**config.mk**
```make
export PLATFORM = sky130hd
export DESIGN_NAME = uart_tx_buffered
export DESIGN_NICKNAME = d
export VERILOG_FILES = /design/src/rtl/uart_tx_buffered_pkg.sv /design/src/rtl/uart_tx_fifo.sv /design/src/rtl/uart_tx_buffered.sv
export SDC_FILE = /design/constraint.sdc
export NUM_CORES = 1
export LEC_CHECK = 0
export ABC_AREA = 1
export CAP_MARGIN = 25
export CORE_UTILIZATION = 59
export DETAILED_ROUTE_END_ITERATION = 6
export PLACE_DENSITY = 0.76
export SLEW_MARGIN = 20
export SYNTH_ARGS = -nofsm -noshare
export SYNTH_HDL_FRONTEND = slang
export SYNTH_SLANG_ARGS = --single-unit
```
**constraint.sdc**
```tcl
create_clock -name clk -period 2.5 [get_ports clk]
set_input_delay 0.25 -clock clk [delete_from_list [all_inputs] [get_ports clk]]
set_output_delay 0.25 -clock clk [all_outputs]
set_load 0.005 [all_outputs]
```
**src/rtl/uart_tx_buffered_pkg.sv**
```systemverilog
// Shared types and constants for the buffered 8N1 UART transmitter.
// Provides the frame FSM states, the data width and the clocks-per-bit calculation.
package uart_pkg;

  typedef enum logic [1:0] {
    IDLE,
    START,
    DATA,
    STOP
  } uart_state_e;

  localparam int DATA_BITS       = 8;
  localparam int DEF_CLK_FREQ_HZ = 50_000_000;
  localparam int DEF_BAUD        = 9600;

  // Integer division; the result must be at least 2 for the bit counter to make sense.
  function automatic int bps_div(input int clk_freq_hz, input int baud);
    return clk_freq_hz / baud;
  endfunction

endpackage

```
**src/rtl/uart_tx_fifo.sv**
```systemverilog
// Single-clock byte queue with a show-ahead head (dout always presents the oldest entry).
// The caller never pushes while full or pops while empty.
module uart_tx_fifo #(
  parameter int DEPTH = 4,
  parameter int WIDTH = 8
) (
  input  logic                     clk,
  input  logic                     rst,
  input  logic                     push,
  input  logic [WIDTH-1:0]         din,
  input  logic                     pop,
  output logic [WIDTH-1:0]         dout,
  output logic [$clog2(DEPTH):0]   level
);

  localparam int PTR_W = $clog2(DEPTH);

  logic [WIDTH-1:0] mem [DEPTH];
  logic [PTR_W-1:0] wr_ptr;
  logic [PTR_W-1:0] rd_ptr;

  // NOTE: sequential state uses non-blocking assignments so every flop samples pre-edge values.
  always_ff @(posedge clk or posedge rst) begin
    if (rst) begin
      wr_ptr <= '0;
      rd_ptr <= '0;
      level  <= '0;
    end else begin
      if (push) wr_ptr <= wr_ptr + 1'b1;
      if (pop)  rd_ptr <= rd_ptr + 1'b1;
      case ({push, pop})
        2'b10:   level <= level + 1'b1;
        2'b01:   level <= level - 1'b1;
        default: level <= level;
      endcase
    end
  end

  // NOTE: storage is deliberately left unreset; the level and pointers alone decide validity.
  always_ff @(posedge clk) begin
    if (push) mem[wr_ptr] <= din;
  end

  assign dout = mem[rd_ptr];

endmodule

```
**src/rtl/uart_tx_buffered.sv**
```systemverilog
// Buffered 8N1 UART transmitter: valid/ready byte intake, FIFO queue, LSB-first serialiser.
// The line register lags the FSM by one clock so every bit lasts exactly BPS_DIV clocks.
module uart_tx_buffered
  import uart_pkg::*;
#(
  parameter int CLK_FREQ_HZ = DEF_CLK_FREQ_HZ,
  parameter int BAUD        = DEF_BAUD,
  parameter int BPS_DIV     = bps_div(CLK_FREQ_HZ, BAUD),
  parameter int FIFO_DEPTH  = 4
) (
  input  logic                          clk,
  input  logic                          rst,
  input  logic [DATA_BITS-1:0]          tx_data,
  input  logic                          tx_valid,
  output logic                          tx_ready,
  output logic                          uart_tx,
  output logic                          tx_busy,
  output logic [$clog2(FIFO_DEPTH):0]   fifo_level
);

  localparam int CNT_W = $clog2(BPS_DIV);
  localparam int IDX_W = $clog2(DATA_BITS);
  localparam int LVL_W = $clog2(FIFO_DEPTH) + 1;
  localparam logic [CNT_W-1:0] CNT_MAX = CNT_W'(BPS_DIV - 1);
  localparam logic [IDX_W-1:0] IDX_MAX = IDX_W'(DATA_BITS - 1);

  uart_state_e           state, state_d;
  logic [CNT_W-1:0]      bit_cnt, bit_cnt_d;
  logic [IDX_W-1:0]      bit_idx, bit_idx_d;
  logic [DATA_BITS-1:0]  shift_reg, shift_d;
  logic                  line_d;
  logic                  fifo_push;
  logic                  fifo_pop;
  logic [DATA_BITS-1:0]  fifo_dout;
  logic                  fifo_nonempty;
  logic                  bit_end;

  assign tx_ready      = (fifo_level != LVL_W'(FIFO_DEPTH));
  assign fifo_push     = tx_valid && tx_ready;
  assign fifo_nonempty = (fifo_level != '0);
  assign bit_end       = (bit_cnt == CNT_MAX);
  assign tx_busy       = (state != IDLE) || fifo_nonempty;

  uart_tx_fifo #(
    .DEPTH (FIFO_DEPTH),
    .WIDTH (DATA_BITS)
  ) u_fifo (
    .clk   (clk),
    .rst   (rst),
    .push  (fifo_push),
    .din   (tx_data),
    .pop   (fifo_pop),
    .dout  (fifo_dout),
    .level (fifo_level)
  );

  always_ff @(posedge clk or posedge rst) begin
    if (rst) begin
      state     <= IDLE;
      bit_cnt   <= '0;
      bit_idx   <= '0;
      shift_reg <= '0;
      uart_tx   <= 1'b1;
    end else begin
      state     <= state_d;
      bit_cnt   <= bit_cnt_d;
      bit_idx   <= bit_idx_d;
      shift_reg <= shift_d;
      uart_tx   <= line_d;
    end
  end

  // NOTE: every output of this block gets a default first, so no path can infer a latch.
  always_comb begin
    state_d   = state;
    bit_cnt_d = bit_cnt;
    bit_idx_d = bit_idx;
    shift_d   = shift_reg;
    fifo_pop  = 1'b0;
    line_d    = 1'b1;
    case (state)
      IDLE: begin
        if (fifo_nonempty) begin
          fifo_pop  = 1'b1;
          shift_d   = fifo_dout;
          bit_cnt_d = '0;
          bit_idx_d = '0;
          state_d   = START;
        end
      end
      START: begin
        line_d    = 1'b0;
        bit_cnt_d = bit_cnt + 1'b1;
        if (bit_end) begin
          bit_cnt_d = '0;
          state_d   = DATA;
        end
      end
      DATA: begin
        line_d    = shift_reg[0];
        bit_cnt_d = bit_cnt + 1'b1;
        if (bit_end) begin
          bit_cnt_d = '0;
          shift_d   = {1'b0, shift_reg[DATA_BITS-1:1]};
          bit_idx_d = bit_idx + 1'b1;
          if (bit_idx == IDX_MAX) state_d = STOP;
        end
      end
      STOP: begin
        bit_cnt_d = bit_cnt + 1'b1;
        if (bit_end) begin
          bit_cnt_d = '0;
          // Chain straight into the next start bit when more bytes are queued.
          if (fifo_nonempty) begin
            fifo_pop  = 1'b1;
            shift_d   = fifo_dout;
            bit_idx_d = '0;
            state_d   = START;
          end else begin
            state_d = IDLE;
          end
        end
      end
      default: state_d = IDLE;
    endcase
  end

endmodule
```
* Word-level counts from Yosys, hierarchy flattened
Memory sizes are Yosys's and may differ from the RTL's.
Index checks and enable logic that the tools add are counted.
** Storage, ports and cells
- Memories kept :: 1
- Flip-flop bits (word level) :: 34
- Bits in writable memories :: 32
- Output and inout bits :: 6
** Cells by class
- Muxes and demuxes :: 25
- Add/subtract/negate cells :: 6
- Reductions and logical operators :: 10
- Equal/unequal tests :: 13
** Memories
- u_fifo.mem :: words 4, bits a word 8, rd ports 1, clocked after memory_dff 0, write ports 1, line uart_tx_fifo.sv:18 : logic [WIDTH-1:0] mem [DEPTH];
** Operators by type and width (number)
- $mux 13 :: 2
- $pmux 13 s2 :: 1
- $mux 8 :: 3
- $pmux 8 s3 :: 1
- $add 13x1->13 const B :: 1
- $eq 13x13->1 const B :: 1
- $mux 2 :: 5
- $ne 2x2->1 const B :: 5
- $mux 3 :: 3
- $pmux 3 s3 :: 1
- $pmux 2 s4 :: 1
- $add 3x1->3 const B :: 2
- $eq 2x2->1 const B :: 3
- $pmux 3 s2 :: 1
- $reduce_bool 3->1 :: 2
- $mux 1 :: 5
- $reduce_and 5->1 :: 1
- $add 2x1->2 const B :: 2
- $eq 2x1->1 const B :: 2
- $pmux 1 s2 :: 2
- $reduce_bool 2->1 :: 2
- $eq 3x3->1 const B :: 1
- $ne 3x3->1 const B :: 1
- $reduce_and 3->1 :: 1
- 5 further kinds :: 5

* Logic depth before layout (Yosys ltp)
- Word-level depth :: 6
- Gate-level depth with buffers :: 14

* Cells and area by module
A second synthesis with hierarchy kept.
** Unflattened totals
- Cell total of the unflattened synthesis :: 349
- Area total of the unflattened synthesis :: 3367.0 um^2
** By module, submodules not included
- uart_tx_fifo :: area each 1700.4 um^2, cells each 141, sequential area each 1136.1 um^2, times used 1
- uart_tx_buffered :: area each 1666.6 um^2, cells each 208, sequential area each 676.9 um^2, times used 1

* Worst setup path after synthesis
OpenSTA, ideal clock, no wires.
- Path type :: flip-flop to flip-flop
- Start point :: register bit_cnt[0]
- End point :: register u_fifo.level[2]
- Required time :: 2.369 ns
- Arrival time :: 1.984 ns
- Path slack :: 0.385 ns
- Cell stages (with the launch flop) :: 15
- Setup time :: 0.131 ns
- Period minus slack after synthesis :: 2.115 ns
- Cells stage by stage :: dfrtp_1 -> ha_1 -> nand2_2 -> inv_1 -> nand2_1 -> nor2_1 -> nand3_1 -> nand2_1 -> nand2_1 -> inv_1 -> ha_1 -> fa_1 -> a21oi_1 -> o21ai_0 -> xor2_1
** On the way
- Longest elaborated chain between the ends :: 5
- Elaborated cells on any way between the ends :: 7
** Ends and longest elaborated chain
- start: declaration :: line uart_tx_buffered.sv:28 : logic [CNT_W-1:0] bit_cnt, bit_cnt_d;
- start signal: assignment :: line uart_tx_buffered.sv:66 : bit_cnt <= bit_cnt_d;
- $eq 13x13->1 * :: line uart_tx_buffered.sv:41 : assign bit_end = (bit_cnt == CNT_MAX);
- $mux 1 * :: line uart_tx_buffered.sv:111 : if (bit_end) begin
- $pmux 1 s2 * :: line uart_tx_buffered.sv:81 : case (state)
- named net fifo_pop :: line uart_tx_buffered.sv:33 : logic fifo_pop;
- $eq 2x1->1 / $eq 2x2->1 (equally long branches) :: line uart_tx_fifo.sv:31 : case ({push, pop})
- $pmux 3 s2 / $reduce_bool 2->1 (equally long branches)
- end signal: assignment :: line uart_tx_fifo.sv:32 : 2'b10: level <= level + 1'b1;
- end signal: assignment :: line uart_tx_fifo.sv:33 : 2'b01: level <= level - 1'b1;
- end signal: assignment :: line uart_tx_fifo.sv:34 : default: level <= level;
- end: declaration :: line uart_tx_fifo.sv:13 : output logic [$clog2(DEPTH):0] level
The timed path passes the listed nets; every way through them passes the cells marked *.
A chain may end at the register's enable or synchronous reset.

* Final worst setup path
- Start point :: register bit_cnt[1]
- End point :: register u_fifo.level[2]
Same word-level chain as after synthesis.

==> impl_results.md <==
* Status: completed
* Worst setup margin at 0.223 ns
* Worst slack, placed at 0.233 ns
* Cell variety after synth at 31
* Row count at 26
* Synth Area in Simple Gates at 27.3%
* Power Density at 707 nW/um2
* 1st-iter DRT viols at around 200
* Netlist Area Pre-Place at approximately 3300 um2
* CTS tree: yes
* Highest clock rate at 439 MHz
* Fillers at 430
* RSZ-0062 raised after global routing: no
* IO Pins at 17
* Yosys warnings at 0
* Routed WL at 6280 um
* Syn_nets at slightly below 400
* Core ar. at 5240 um2
* WHS at 0.299 ns
* CP Capture Type: flip-flop
* Worst-margin pin slew at approximately 0.53 ns
* Most frequent cells in the layout: nand2_1 (126), dfrtp_1 (33), edfxtp_1 (32)
* CTS buffer count at 9
* Worst Path Max Fanout at 4
* Area Growth Syn to Fin at 13.3%
* Tot Pwr at between 2000 and 3000 uW
* Vias at 2480
* Max VDD drop at 0.536 mV
* Total gr overflow at 0
* Fin nets at 415
* Tot GR Track Use at 24.5%
* Sink Count at 66
* Leakage at 0.00170 uW
* Max Slew Vio Count at 0
* Avg Synthesized Cell Area at 9.10 um2
* Drt drc at 0
* # Post-CTS Setup Buffers at 0
* Clock latency on the worst-skew pair at 0.35 ns
* Final ANT Viol Nets at 0
* Final Hold Vio Count at 0
* Vias/cell at 5.34
* Gpl congestion at between 0.9 and 1
* Cell taking the most area after synthesis: edfxtp_1
* CP Launch Type: flip-flop
* Synth Area in Compound Gates at 3.88%
* Vias in the first global route at 2341
* Final period utilization at 91.1%
* Wirelength per Cell at 13.5 um
* WP data arrival at 2.49 ns
* First-pass GRT wire length at between 10000 and 15000 um
* Slew headroom at ~65%
* Initial antenna violation count at 0
* Post-Layout Cell Count at approximately 460
* Synth top area share at about 29%
* Largest register FFs at 32
* Largest family of logic cells by synthesized area: simple AND/OR/NAND/NOR gates
* HPWL Detailed at 4330 um
* Die Height at between 70 and 80 um
* Post-Synthesis Cells at about 360
* Final setup violation count at 0
* Root Buffer: clkbuf_8
* Placed insts at 448
* Die Area at 5870 um2
* First-pass DRT Iterations at 4
* MaxCap Viol Count at 0
* Post-synthesis sequential area ratio at a little under three fifths
* Die width at 76.6 um
* Starting density of the core at ~63%
* WS Path Type: reg -> reg
* Setup TNS Final at 0 ns
* Synth Area in Adders at 5.94%
* Mux share of post-synthesis cell area at 0.343%
* Clk buf depth at 2
* HP Class: in -> async
* Layout cells sized above 1 at 10.7%
* Cts repair resizes at 0
* H-tree levels at 3
* Area contributors post-synth: edfxtp_1 (29%), dfrtp_1 (25%), nand2_1 (15%)
* Post-layout min period at 2.28 ns
* Clock Skews at approximately 0.011 ns
* XOR/XNOR Fraction of Synth Area at 1.60%
* Hold-fix buffers, CTS at 0
* Number of port buffers at 16
* Largest net degree at the start of global routing at 35
* N_diodes at 0
* Req. time, crit path at ~2.7 ns
* #FFs+latches synth at 66
* Clock slew at reported path FFs at about 0.07 ns
* Most common cell after layout, fill and taps aside: nand2_1
cell families (layout without fill, tap and decap cells):
group           Yosys count  count (layout)
compound gates           23              23
xor+xnor                  6               6
fa+ha+maj                15              15
buf+inv                  42              75
flops                    66              66
mux                       1               1
simple gates            208             208
cells in the mapped netlist, drive strengths merged:
master	number
nand3	32
nand4	8
or2	1
ha	14
buf	7
fa	1
xor2	5
mux2	1
dfstp	1
o21ai	12
inv	33
nor2	31
a21oi	8
edfxtp	32
clkinv	2
nor3	5
nand2	131
a211oi	1
xnor2	1
a31oi	2
dfrtp	33
final timing paths:
path                       slack (ns)  depth (start not counted)         start         endpoint
max in group asynchronous        1.84                          3           rst          uart_tx
setup reg to reg                 0.22                         14    bit_cnt[1]  u_fifo.level[2]
hold / removal                   0.30                          3           rst     shift_reg[7]
hold reg to reg                  0.49                          2  shift_reg[1]     shift_reg[1]
setup / recovery                 0.22                         14    bit_cnt[1]  u_fifo.level[2]
min in group clk                 0.49                          2  shift_reg[1]     shift_reg[1]
worst max-delay path: stages, from the launching register on:
cell,delay (ns)
dfrtp_1,0.40
ha_1,0.22
nand2_2,0.11
inv_1,0.06
nand2_1,0.05
nor2_1,0.04
nand3_1,0.06
nand2_1,0.09
nand2_2,0.09
inv_1,0.05
ha_1,0.21
fa_1,0.39
a21oi_1,0.12
o21ai_0,0.11
xor2_1,0.16
power breakdown:
part | internal, uW | switching (uW) | leakage [uW]
logic | 185 | 226 | 0.000899
registers | 1300 | 67.0 | 0.000714
clock network | 457 | 402 | 0.0000893
through the flow:
step / cell area [um2] / util (%)
2_1_floorplan: 3290 / -
3_3_place_gp: 3540 / 67.5
3_5_place_dp: 3540 / 67.5
4_1_cts: 3720 / 71.1
5_1_grt: 3720 / 71.1
6_report: 3720 / 71.1
final cells by class:
cell class / instances / area, um2 / area share [%]
sequential: 66 / 1810 / 48.7
multi-input combinational: 253 / 1290 / 34.5
timing repair buffer: 24 / 220 / 5.91
clock buffer: 11 / 131 / 3.53
inverter: 35 / 131 / 3.53
tap: 70 / 87.6 / 2.35
clock inverter: 5 / 55.1 / 1.48
per-layer routing:
layer	up-vias	track usage (%)	routed length, um
li1	1230	-	-
met1	1164	34.9	3010
met2	75	36.1	2820
met3	11	3.59	354
met4	0	13.3	95
met5	-	0	0
Note: power is estimated with default switching activity, not from simulation.
